`src/rtl/traffic_light_monitor.sv`:
```
// traffic_light_monitor
// Decodes the highway/country lamp codes into one-hot LED drives,
// reconstructs the controller phase (P0..P4) and checks the observed
// sequence for safety, ordering, yellow/all-red timing and sensor
// consistency. Every output is registered, so it reflects the inputs
// sampled on the most recent rising edge of CLOCK_50.

module traffic_light_monitor #(
  parameter int YEL_MIN = 4,   // minimum cycles in P1 / P4
  parameter int AR_MIN  = 2,   // minimum cycles in P2
  parameter int DW_W    = 16   // dwell counter width
) (
  input  logic            CLOCK_50,
  input  logic            clear,
  input  logic [1:0]      hwy,
  input  logic [1:0]      cntry,
  input  logic            sensor_x,
  output logic [2:0]      hwy_lamp,
  output logic [2:0]      cntry_lamp,
  output logic [2:0]      phase,
  output logic [DW_W-1:0] dwell,
  output logic            err_conflict,
  output logic            err_code,
  output logic            err_seq,
  output logic            err_timing,
  output logic            err_sensor,
  output logic [7:0]      err_count
);

  // Lamp code encoding shared by both roads.
  localparam logic [1:0] CODE_G = 2'b00;
  localparam logic [1:0] CODE_Y = 2'b01;
  localparam logic [1:0] CODE_R = 2'b10;
  localparam logic [1:0] CODE_X = 2'b11;

  // Phase encoding; PH_UNK marks "not locked to a known phase".
  localparam logic [2:0] PH_0   = 3'd0;
  localparam logic [2:0] PH_1   = 3'd1;
  localparam logic [2:0] PH_2   = 3'd2;
  localparam logic [2:0] PH_3   = 3'd3;
  localparam logic [2:0] PH_4   = 3'd4;
  localparam logic [2:0] PH_UNK = 3'b111;

  localparam logic [DW_W-1:0] DW_ONE   = DW_W'(1);
  localparam logic [DW_W-1:0] DW_MAX   = '1;
  localparam logic [DW_W-1:0] YEL_MINW = DW_W'(YEL_MIN);
  localparam logic [DW_W-1:0] AR_MINW  = DW_W'(AR_MIN);

  typedef enum logic {
    ST_SYNC  = 1'b0,
    ST_TRACK = 1'b1
  } state_t;

  // One-hot {R,Y,G} drive; the illegal code lights every lamp so the
  // fault is visible on the board.
  function automatic logic [2:0] lamp_decode(input logic [1:0] code);
    logic [2:0] lamp;
    lamp = 3'b111;
    case (code)
      CODE_G:  lamp = 3'b001;
      CODE_Y:  lamp = 3'b010;
      CODE_R:  lamp = 3'b100;
      default: lamp = 3'b111;
    endcase
    return lamp;
  endfunction

  // Registered state
  state_t          state_q, state_d;
  logic [2:0]      phase_q, phase_d;
  logic [DW_W-1:0] dwell_q, dwell_d;
  logic [2:0]      hwy_lamp_q, cntry_lamp_q;
  logic            sensor_q;
  logic            conflict_q, code_q, seq_q, timing_q, sensor_err_q;
  logic [7:0]      count_q, count_d;

  // Combinational decode / check results for the current sample
  logic            pair_known;
  logic [2:0]      pair_phase;
  logic [2:0]      succ_phase;
  logic            conflict_c, code_c, seq_c, timing_c, sensor_c;
  logic            any_err_c;

  // Map the lamp-code pair onto a controller phase.
  always_comb begin
    // NOTE: every always_comb output gets a default first so no path
    // leaves a variable unassigned, which would infer a latch.
    pair_known = 1'b1;
    pair_phase = PH_UNK;
    case ({hwy, cntry})
      {CODE_G, CODE_R}: pair_phase = PH_0;
      {CODE_Y, CODE_R}: pair_phase = PH_1;
      {CODE_R, CODE_R}: pair_phase = PH_2;
      {CODE_R, CODE_G}: pair_phase = PH_3;
      {CODE_R, CODE_Y}: pair_phase = PH_4;
      default:          pair_known = 1'b0;
    endcase
  end

  // Safety checks that apply regardless of FSM state.
  always_comb begin
    code_c     = (hwy == CODE_X) || (cntry == CODE_X);
    conflict_c = (hwy != CODE_R) && (cntry != CODE_R) && !code_c;
  end

  // Phase tracker: next state, phase, dwell and the ordering checks.
  always_comb begin
    state_d    = state_q;
    phase_d    = phase_q;
    dwell_d    = dwell_q;
    seq_c      = 1'b0;
    timing_c   = 1'b0;
    sensor_c   = 1'b0;
    succ_phase = (phase_q == PH_4) ? PH_0 : phase_q + 3'd1;

    case (state_q)
      ST_SYNC: begin
        phase_d = PH_UNK;
        dwell_d = '0;
        if (pair_known) begin
          phase_d = pair_phase;
          dwell_d = DW_ONE;
          state_d = ST_TRACK;
        end
      end

      ST_TRACK: begin
        if (!pair_known) begin
          state_d = ST_SYNC;
          phase_d = PH_UNK;
          dwell_d = '0;
        end else if (pair_phase == phase_q) begin
          dwell_d = (dwell_q == DW_MAX) ? dwell_q : dwell_q + DW_ONE;
        end else if (pair_phase == succ_phase) begin
          // The dwell of the phase being left is judged here, before it
          // is overwritten by the new phase's first cycle.
          timing_c = (((phase_q == PH_1) || (phase_q == PH_4)) && (dwell_q < YEL_MINW))
                  || ((phase_q == PH_2) && (dwell_q < AR_MINW));
          sensor_c = (phase_q == PH_0) && !sensor_q;
          phase_d  = pair_phase;
          dwell_d  = DW_ONE;
        end else begin
          // Out-of-order jump: flag it but keep following the controller.
          seq_c   = 1'b1;
          phase_d = pair_phase;
          dwell_d = DW_ONE;
        end
      end

      default: begin
        state_d = ST_SYNC;
        phase_d = PH_UNK;
        dwell_d = '0;
      end
    endcase
  end

  // One count per error cycle, however many conditions fire together.
  always_comb begin
    any_err_c = conflict_c | code_c | seq_c | timing_c | sensor_c;
    count_d   = count_q;
    if (any_err_c && (count_q != 8'hFF)) begin
      count_d = count_q + 8'd1;
    end
  end

  // State, decode and sticky error registers.
  always_ff @(posedge CLOCK_50 or posedge clear) begin
    if (clear) begin
      state_q      <= ST_SYNC;
      phase_q      <= PH_UNK;
      dwell_q      <= '0;
      hwy_lamp_q   <= 3'b000;
      cntry_lamp_q <= 3'b000;
      sensor_q     <= 1'b0;
      conflict_q   <= 1'b0;
      code_q       <= 1'b0;
      seq_q        <= 1'b0;
      timing_q     <= 1'b0;
      sensor_err_q <= 1'b0;
      count_q      <= 8'd0;
    end else begin
      // NOTE: non-blocking assignments here so every register samples
      // the pre-edge values, independent of statement order.
      state_q      <= state_d;
      phase_q      <= phase_d;
      dwell_q      <= dwell_d;
      hwy_lamp_q   <= lamp_decode(hwy);
      cntry_lamp_q <= lamp_decode(cntry);
      sensor_q     <= sensor_x;
      conflict_q   <= conflict_q   | conflict_c;
      code_q       <= code_q       | code_c;
      seq_q        <= seq_q        | seq_c;
      timing_q     <= timing_q     | timing_c;
      sensor_err_q <= sensor_err_q | sensor_c;
      count_q      <= count_d;
    end
  end

  assign hwy_lamp     = hwy_lamp_q;
  assign cntry_lamp   = cntry_lamp_q;
  assign phase        = phase_q;
  assign dwell        = dwell_q;
  assign err_conflict = conflict_q;
  assign err_code     = code_q;
  assign err_seq      = seq_q;
  assign err_timing   = timing_q;
  assign err_sensor   = sensor_err_q;
  assign err_count    = count_q;

endmodule

```
`config.mk`:
```
export PLATFORM = sky130hd
export DESIGN_NAME = traffic_light_monitor
export DESIGN_NICKNAME = d
export VERILOG_FILES = /design/src/rtl/traffic_light_monitor.sv
export SDC_FILE = /design/constraint.sdc
export NUM_CORES = 1
export LEC_CHECK = 0
export ABC_CLOCK_PERIOD_IN_PS = 2930
export BUFFER_PORTS_ARGS = -buffer_cell sky130_fd_sc_hd__buf_2
export CORE_MARGIN = 2
export CORE_UTILIZATION = 52
export DETAILED_ROUTE_END_ITERATION = 8
export PLACE_DENSITY = 0.77
export SLEW_MARGIN = 40
export SYNTH_ARGS = -nofsm -noshare
export SYNTH_HDL_FRONTEND = slang
export SYNTH_SLANG_ARGS = --single-unit
```
`constraint.sdc`:
```
create_clock -name CLOCK_50 -period 2.93 [get_ports CLOCK_50]
set_input_delay 0.586 -clock CLOCK_50 [delete_from_list [all_inputs] [get_ports CLOCK_50]]
set_output_delay 0.586 -clock CLOCK_50 [all_outputs]
set_load 0.05 [all_outputs]
```
Word level (Yosys, flattened, before mapping)
Cells that the tools add are included.

word-level totals
  register bits after elaboration = 40
  input port bits = 7
  output and inout port bits = 38
  logic and storage cells = 91

operators by class
  add/subtract/negate cells = 3
  $lt $le $gt $ge = 2
  eq/ne operators = 22
  muxes and demuxes = 27
  bitwise gates (word level) = 10
  reductions and logical operators = 15

operator list
  kind                                                                            number
  16-bit two-way mux                                                              3
  16-bit one-hot mux with 2 select lines                                          1
  3-bit one-hot mux with 3 select lines                                           2
  16-bit by 1-bit adder with 16-bit output (second input constant)                1
  16-bit == test (second input constant)                                          1
  16-bit by 2-bit less-than comparator with 1-bit output (second input constant)  1
  16-bit by 3-bit less-than comparator with 1-bit output (second input constant)  1
  1-bit two-way mux                                                               15
  3-bit one-hot mux with 5 select lines                                           1
  4-bit == test (second input constant)                                           3
  3-bit two-way mux                                                               4
  1-bit OR                                                                        9
  8-bit by 1-bit adder with 8-bit output (second input constant)                  1
  2-bit == test (second input constant)                                           4
  8-bit inequality test (second input constant)                                   1
  3-bit == test                                                                   2
  1-bit logical AND                                                               6
  3-bit one-hot mux with 2 select lines                                           1
  5-bit OR reduction                                                              1
  2-bit by 1-bit == test with 1-bit output (second input constant)                2
  4-bit by 2-bit == test with 1-bit output (second input constant)                1
  4-bit by 3-bit == test with 1-bit output (second input constant)                1
  2-bit logical NOT                                                               2
  2-bit inequality test (second input constant)                                   2
  other kinds (10)                                                                13

Logic depth before layout (Yosys ltp)
  depth in word-level cells = 11
  depth in mapped cells = 10
  depth with buffers taken out = 9

Least setup slack after synthesis
OpenSTA, ideal clock, no wires.

  path kind = input port to flip-flop
  from = in cntry[0]
  to = reg count_q[1], in the netlist err_count[1]
  setup time = 0.128 ns
  data arrival time = 2.329 ns
  data required time = 2.802 ns
  slack = 0.473 ns
  cell stages on the path = 9
  path buffers = 1
  path through = inv_1 ha_1 buf_2 or2_2 a31oi_4 xnor2_1 a31oi_2 o211ai_4 mux2_1

between the ends
  word-level cells in the longest chain between the ends = 11
  elaborated cells between the ends (all ways) = 33
  classes of those cells = eq/ne: 9; mux: 14; bitwise: 4; reduce/logical: 6

ends and longest elaborated chain
  item                                   RTL line  RTL
  from (decl)                            16        input logic [1:0] cntry,
  4-bit == test (tied with other cells)  90        case ({hwy, cntry})
  3-bit one-hot mux with 5 select lines  90
  3-bit == test                          134       end else if (pair_phase == succ_phase) begin
  1-bit two-way mux                      134
  1-bit two-way mux                      132       end else if (pair_phase == phase_q) begin
  1-bit two-way mux                      128       if (!pair_known) begin
  1-bit two-way mux                      116       case (state_q)
  1-bit OR (2 in series)                 160       any_err_c = conflict_c | code_c | seq_c | timing_c | sensor_c;
  1-bit OR *                             160
  1-bit logical AND *                    162       if (any_err_c && (count_q != 8'hFF)) begin
  to (signal assigned)                   196       count_q <= count_d;
  to (decl)                              75        logic [7:0] count_q, count_d;

Every way passes the cells marked *; elsewhere a longest branch is shown, timed or not.
A chain may end at the register's enable or synchronous reset.

Worst setup path in the final report
  from = reg phase_q[0], in the netlist phase[0]
  to = reg count_q[1], in the netlist err_count[1]

between the ends
  word-level cells in the longest chain between the ends = 11
  elaborated cells between the ends (all ways) = 29
  classes of those cells = add/sub: 1; eq/ne: 5; mux: 13; bitwise: 3; reduce/logical: 7

ends and longest elaborated chain
  item                                                            RTL line  RTL
  from (decl)                                                     70        logic [2:0] phase_q, phase_d;
  from (signal assigned)                                          186       phase_q <= phase_d;
  3-bit by 1-bit adder with 3-bit output (tied with other cells)  114       succ_phase = (phase_q == PH_4) ? PH_0 : phase_q + 3'd1;
  3-bit two-way mux or 1-bit logical OR (tied branches)           114, 137
  3-bit == test or 1-bit logical AND (tied branches)              134, 137
  1-bit two-way mux or 1-bit logical OR (tied branches)           134, 138
  1-bit two-way mux (on tied branches)                            132, 134
  1-bit two-way mux (on tied branches)                            128, 132
  1-bit two-way mux (on tied branches)                            116, 128
  1-bit OR or 1-bit two-way mux (tied branches)                   160, 116
  1-bit OR                                                        160
  1-bit OR *                                                      160
  1-bit logical AND *                                             162

Marked as above.

==> impl_metrics.csv <==
group,metric,value,unit
setup_path,cp_slowest_cell,"dfstp_2",
detailed_routing,routedWlPerCell,12.88,µm
finish,drive_gt1_frac,0.2806,
global_route,antenna_found_initial,0,
power_and_ir_drop,p_sw,601.4,µW
finish,seq_area,1005,µm²
yosys,yosysMostFrequentCell,"dfrtp_1",
power_and_ir_drop,ir_drop,382.8,µV
clock_network,path_clk_slew,0.08,ns
global_route,grt_overflow,0,
timing,setup_violations,0,
yosys,syn-num-nets,223,
power_and_ir_drop,internal_power,1.051,mW
place,place_area,2395,µm²
power_and_ir_drop,power_density,655.3,nW/µm²
clock_network,cts_sinks,40,
timing,hold_slack,0.3987,ns
yosys,ys_ff_latch,40,
yosys,synth_top_area_frac,0.4379,
finish,utilization,0.6395,
timing,finalCritPeriodShare,0.8709,
timing,drv_slew,0,
power_and_ir_drop,p_total,1.652,mW
detailed_routing,first_pass_iters,4,
setup_path,r2r_slack,0.38,ns
setup_path,cp_top_family,"compound AO/OA/AOI/OAI gates",
clock_network,cts_max_path_buffers,2,
yosys,avgSynthCellArea,10.47,µm²
yosys,yosys.area.top_type,"dfrtp_1",
timing,report.final.hold_viol_count,0,
detailed_routing,wl,3902,µm
clock_network,worstSkewPairLatency,0.29,ns
yosys,synth_area_leaders,"dfrtp_1 (44%), ha_1 (8.3%), xor2_1 (7.5%)",
yosys,synth_edf_count,0,
finish,antenna_cells,0,
global_route,grt_max_degree,41,
finish,area_growth,19.23,%
power_and_ir_drop,switching_share,0.3640,
setup_path,worst_ep_arrival_time,2.73,ns
yosys,synthArstFlopShare,1.000,
power_and_ir_drop,pwr-share-comb,0.288,
clock_network,ctsResizeCount,0,
detailed_routing,dr.first_iter.drc_count,87,
setup_path,critPathKind,"reg -> reg",
clock_network,htree_levels,2,
finish,final_nets,273,
clock_network,post-cts-setup-buffer-count,0,
setup_path,path_buf_inv,1,
power_and_ir_drop,p_clk_frac,0.294,
setup_path,ff2ff_path_depth,8,
yosys,yosys_warnings,0,
setup_path,path_depth,8,
hold_path,hold_class,"in -> async",
detailed_routing,vias_per_cell,5.254,
place,place_hpwl,3003,µm
setup_path,worst_setup_path_end_kind,"flip-flop",
floorplan,dieArea,4593,µm²
timing,timing.fmax,0.3919,GHz
global_route,grt_pass1_wl,6548,µm
timing,max_slew_margin,0.5679,
timing,finalClockSkew,0.006934,ns
setup_path,critical_path.cell_chain,"inv_1 -> ha_1 -> nor2b_1 -> o311ai_0 -> o21a_1 -> nand4_1 -> o211ai_4 -> mux2_1",
finish,nFillCells,307,
place,post-place-ws,0.1956,ns
timing,min_period,2.552,ns
place,numPortBuffers,44,
clock_network,cts_root_buffer,"clkbuf_8",
clock_network,ctsHoldBuffers,0,
yosys,synth.distinct_cells,44,
setup_path,reg2reg_to,"err_count[1]",
timing,rsz0062_at_grt,"no",
yosys,netlist_instances,202,
finish,finalNonFillerCells,303,
clock_network,cts_made_buffers,5,
detailed_routing,ant_nets,0,
flow_run,drv_cap,0,
detailed_routing,remaining_drc_errors,0,
yosys,syn-cell-area,2115,µm²
setup_path,start_kind,"flip-flop",
timing,fin_ws,0.3783,ns
setup_path,critPathMaxFanout,8,
yosys,ys.flop_type,"dfrtp_1",
power_and_ir_drop,pwr-share-seq,0.418,
yosys,synthTopCellsByCount,"dfrtp_1 (37), nor2_1 (27), xor2_1 (18)",
floorplan,die_w,67.77,µm
place,gp_congestion,0.8924,
run_status,status,"completed",
detailed_routing,vias,1592,
clock_network,cts_tree,"built",
floorplan,ios,45,
floorplan,core_area,3943,µm²
yosys,yosysSeqAreaShare,0.4751,
global_route,grt_usage,0.1931,
floorplan,chipHeight,67.77,µm
setup_path,critPathRequiredTime,3.11,ns
finish,final_cell_area,2521,µm²
setup_path,r2r_start,"phase[0]",
power_and_ir_drop,p_leak,1.280,nW
floorplan,initial_utilization,0.5363,
finish,multiInputGateArea,1047,µm²
setup_path,max_stage_delay,0.60,ns
floorplan,core.rowCount,23,
timing,worst_slew_pin_slew,0.6400,ns
timing,setup_tns,0,ns
global_route,grt_pass1_vias,1477,
place,dp.cells,295,
[how the worst max path moves through the flow]
| stage | from | end | slack, ns |
|---|---|---|---|
| 6_report | phase[0] | err_count[1] | 0.38 |
| 3_5_place_dp | cntry[0] | err_count[1] | 0.20 |
| 3_3_place_gp | cntry[0] | err_count[1] | 0.24 |
| 2_1_floorplan | cntry[0] | err_count[1] | 0.47 |
| 4_1_cts | phase[0] | err_count[1] | 0.41 |
| 5_1_grt | phase[0] | err_count[1] | 0.23 |
[layer usage]
metal | track usage | part of all wire
met3 | 0.04833 | 0.043
met5 | 0 | 0
met1 | 0.2521 | 0.46
met4 | 0.08250 | 0.019
met2 | 0.3051 | 0.48
[cell type report]
type,instances,share of cell area
Clock inverter,1,0.01191
Sequential cell,40,0.3985
Timing Repair Buffer,45,0.09032
Inverter,14,0.02084
Multi-Input combinational cell,146,0.4154
Tap cell,50,0.02481
Clock buffer,7,0.03821
[placed cells by master, fill, tap and decap left out, types with 2 or more instances in the layout]
master     n
buf_2     44
dfrtp_1   37
nor2_1    27
xor2_1    18
nand3_1   16
inv_1     14
ha_1      14
nand2_1    7
clkbuf_8   7
xnor2_1    6
or2_2      5
and3_1     4
nor4_1     4
nor3_1     4
nand4_1    3
a21o_1     3
dfstp_2    3
o21ai_0    2
nor2b_1    2
o21ai_1    2
nand2b_1   2
mux2i_1    2
a31oi_1    2
nor2_2     2
[sequential cells by signal, indices dropped and copies added (netlist names)]
signal and cells:
err_seq 1, hwy_lamp 3, err_count 8, err_sensor 1, cntry_lamp 3, phase 3, state_q 1, dwell 16
sensor_q 1, err_timing 1, err_conflict 1, err_code 1
[power groups by stage]
stage	Clock, mW	Sequential [mW]	Combinational (mW)
floorplan	0	0.916	0.152
global placement	0	0.700	0.473
detailed placement	0	0.701	0.481
CTS	0.496	0.691	0.481
global route	0.515	0.702	0.512
finish	0.485	0.691	0.476
[worst register-to-register path: stages, from the launching register on]
cell      delay [ns]
dfstp_2         0.60
inv_1           0.09
ha_1            0.19
nor2b_1         0.12
o311ai_0        0.55
o21a_1          0.22
nand4_1         0.15
o211ai_4        0.17
mux2_1          0.35
[cells by family after synthesis]
kind of cell | Yosys count | share of synthesized area
buf+inv | 16 | 0.02959
flops | 40 | 0.4752
fa+ha+maj | 14 | 0.08284
compound gates | 20 | 0.08107
xor+xnor | 24 | 0.09941
mux | 3 | 0.01479
simple gates | 85 | 0.2172
Power figures use the tool's default switching activity.
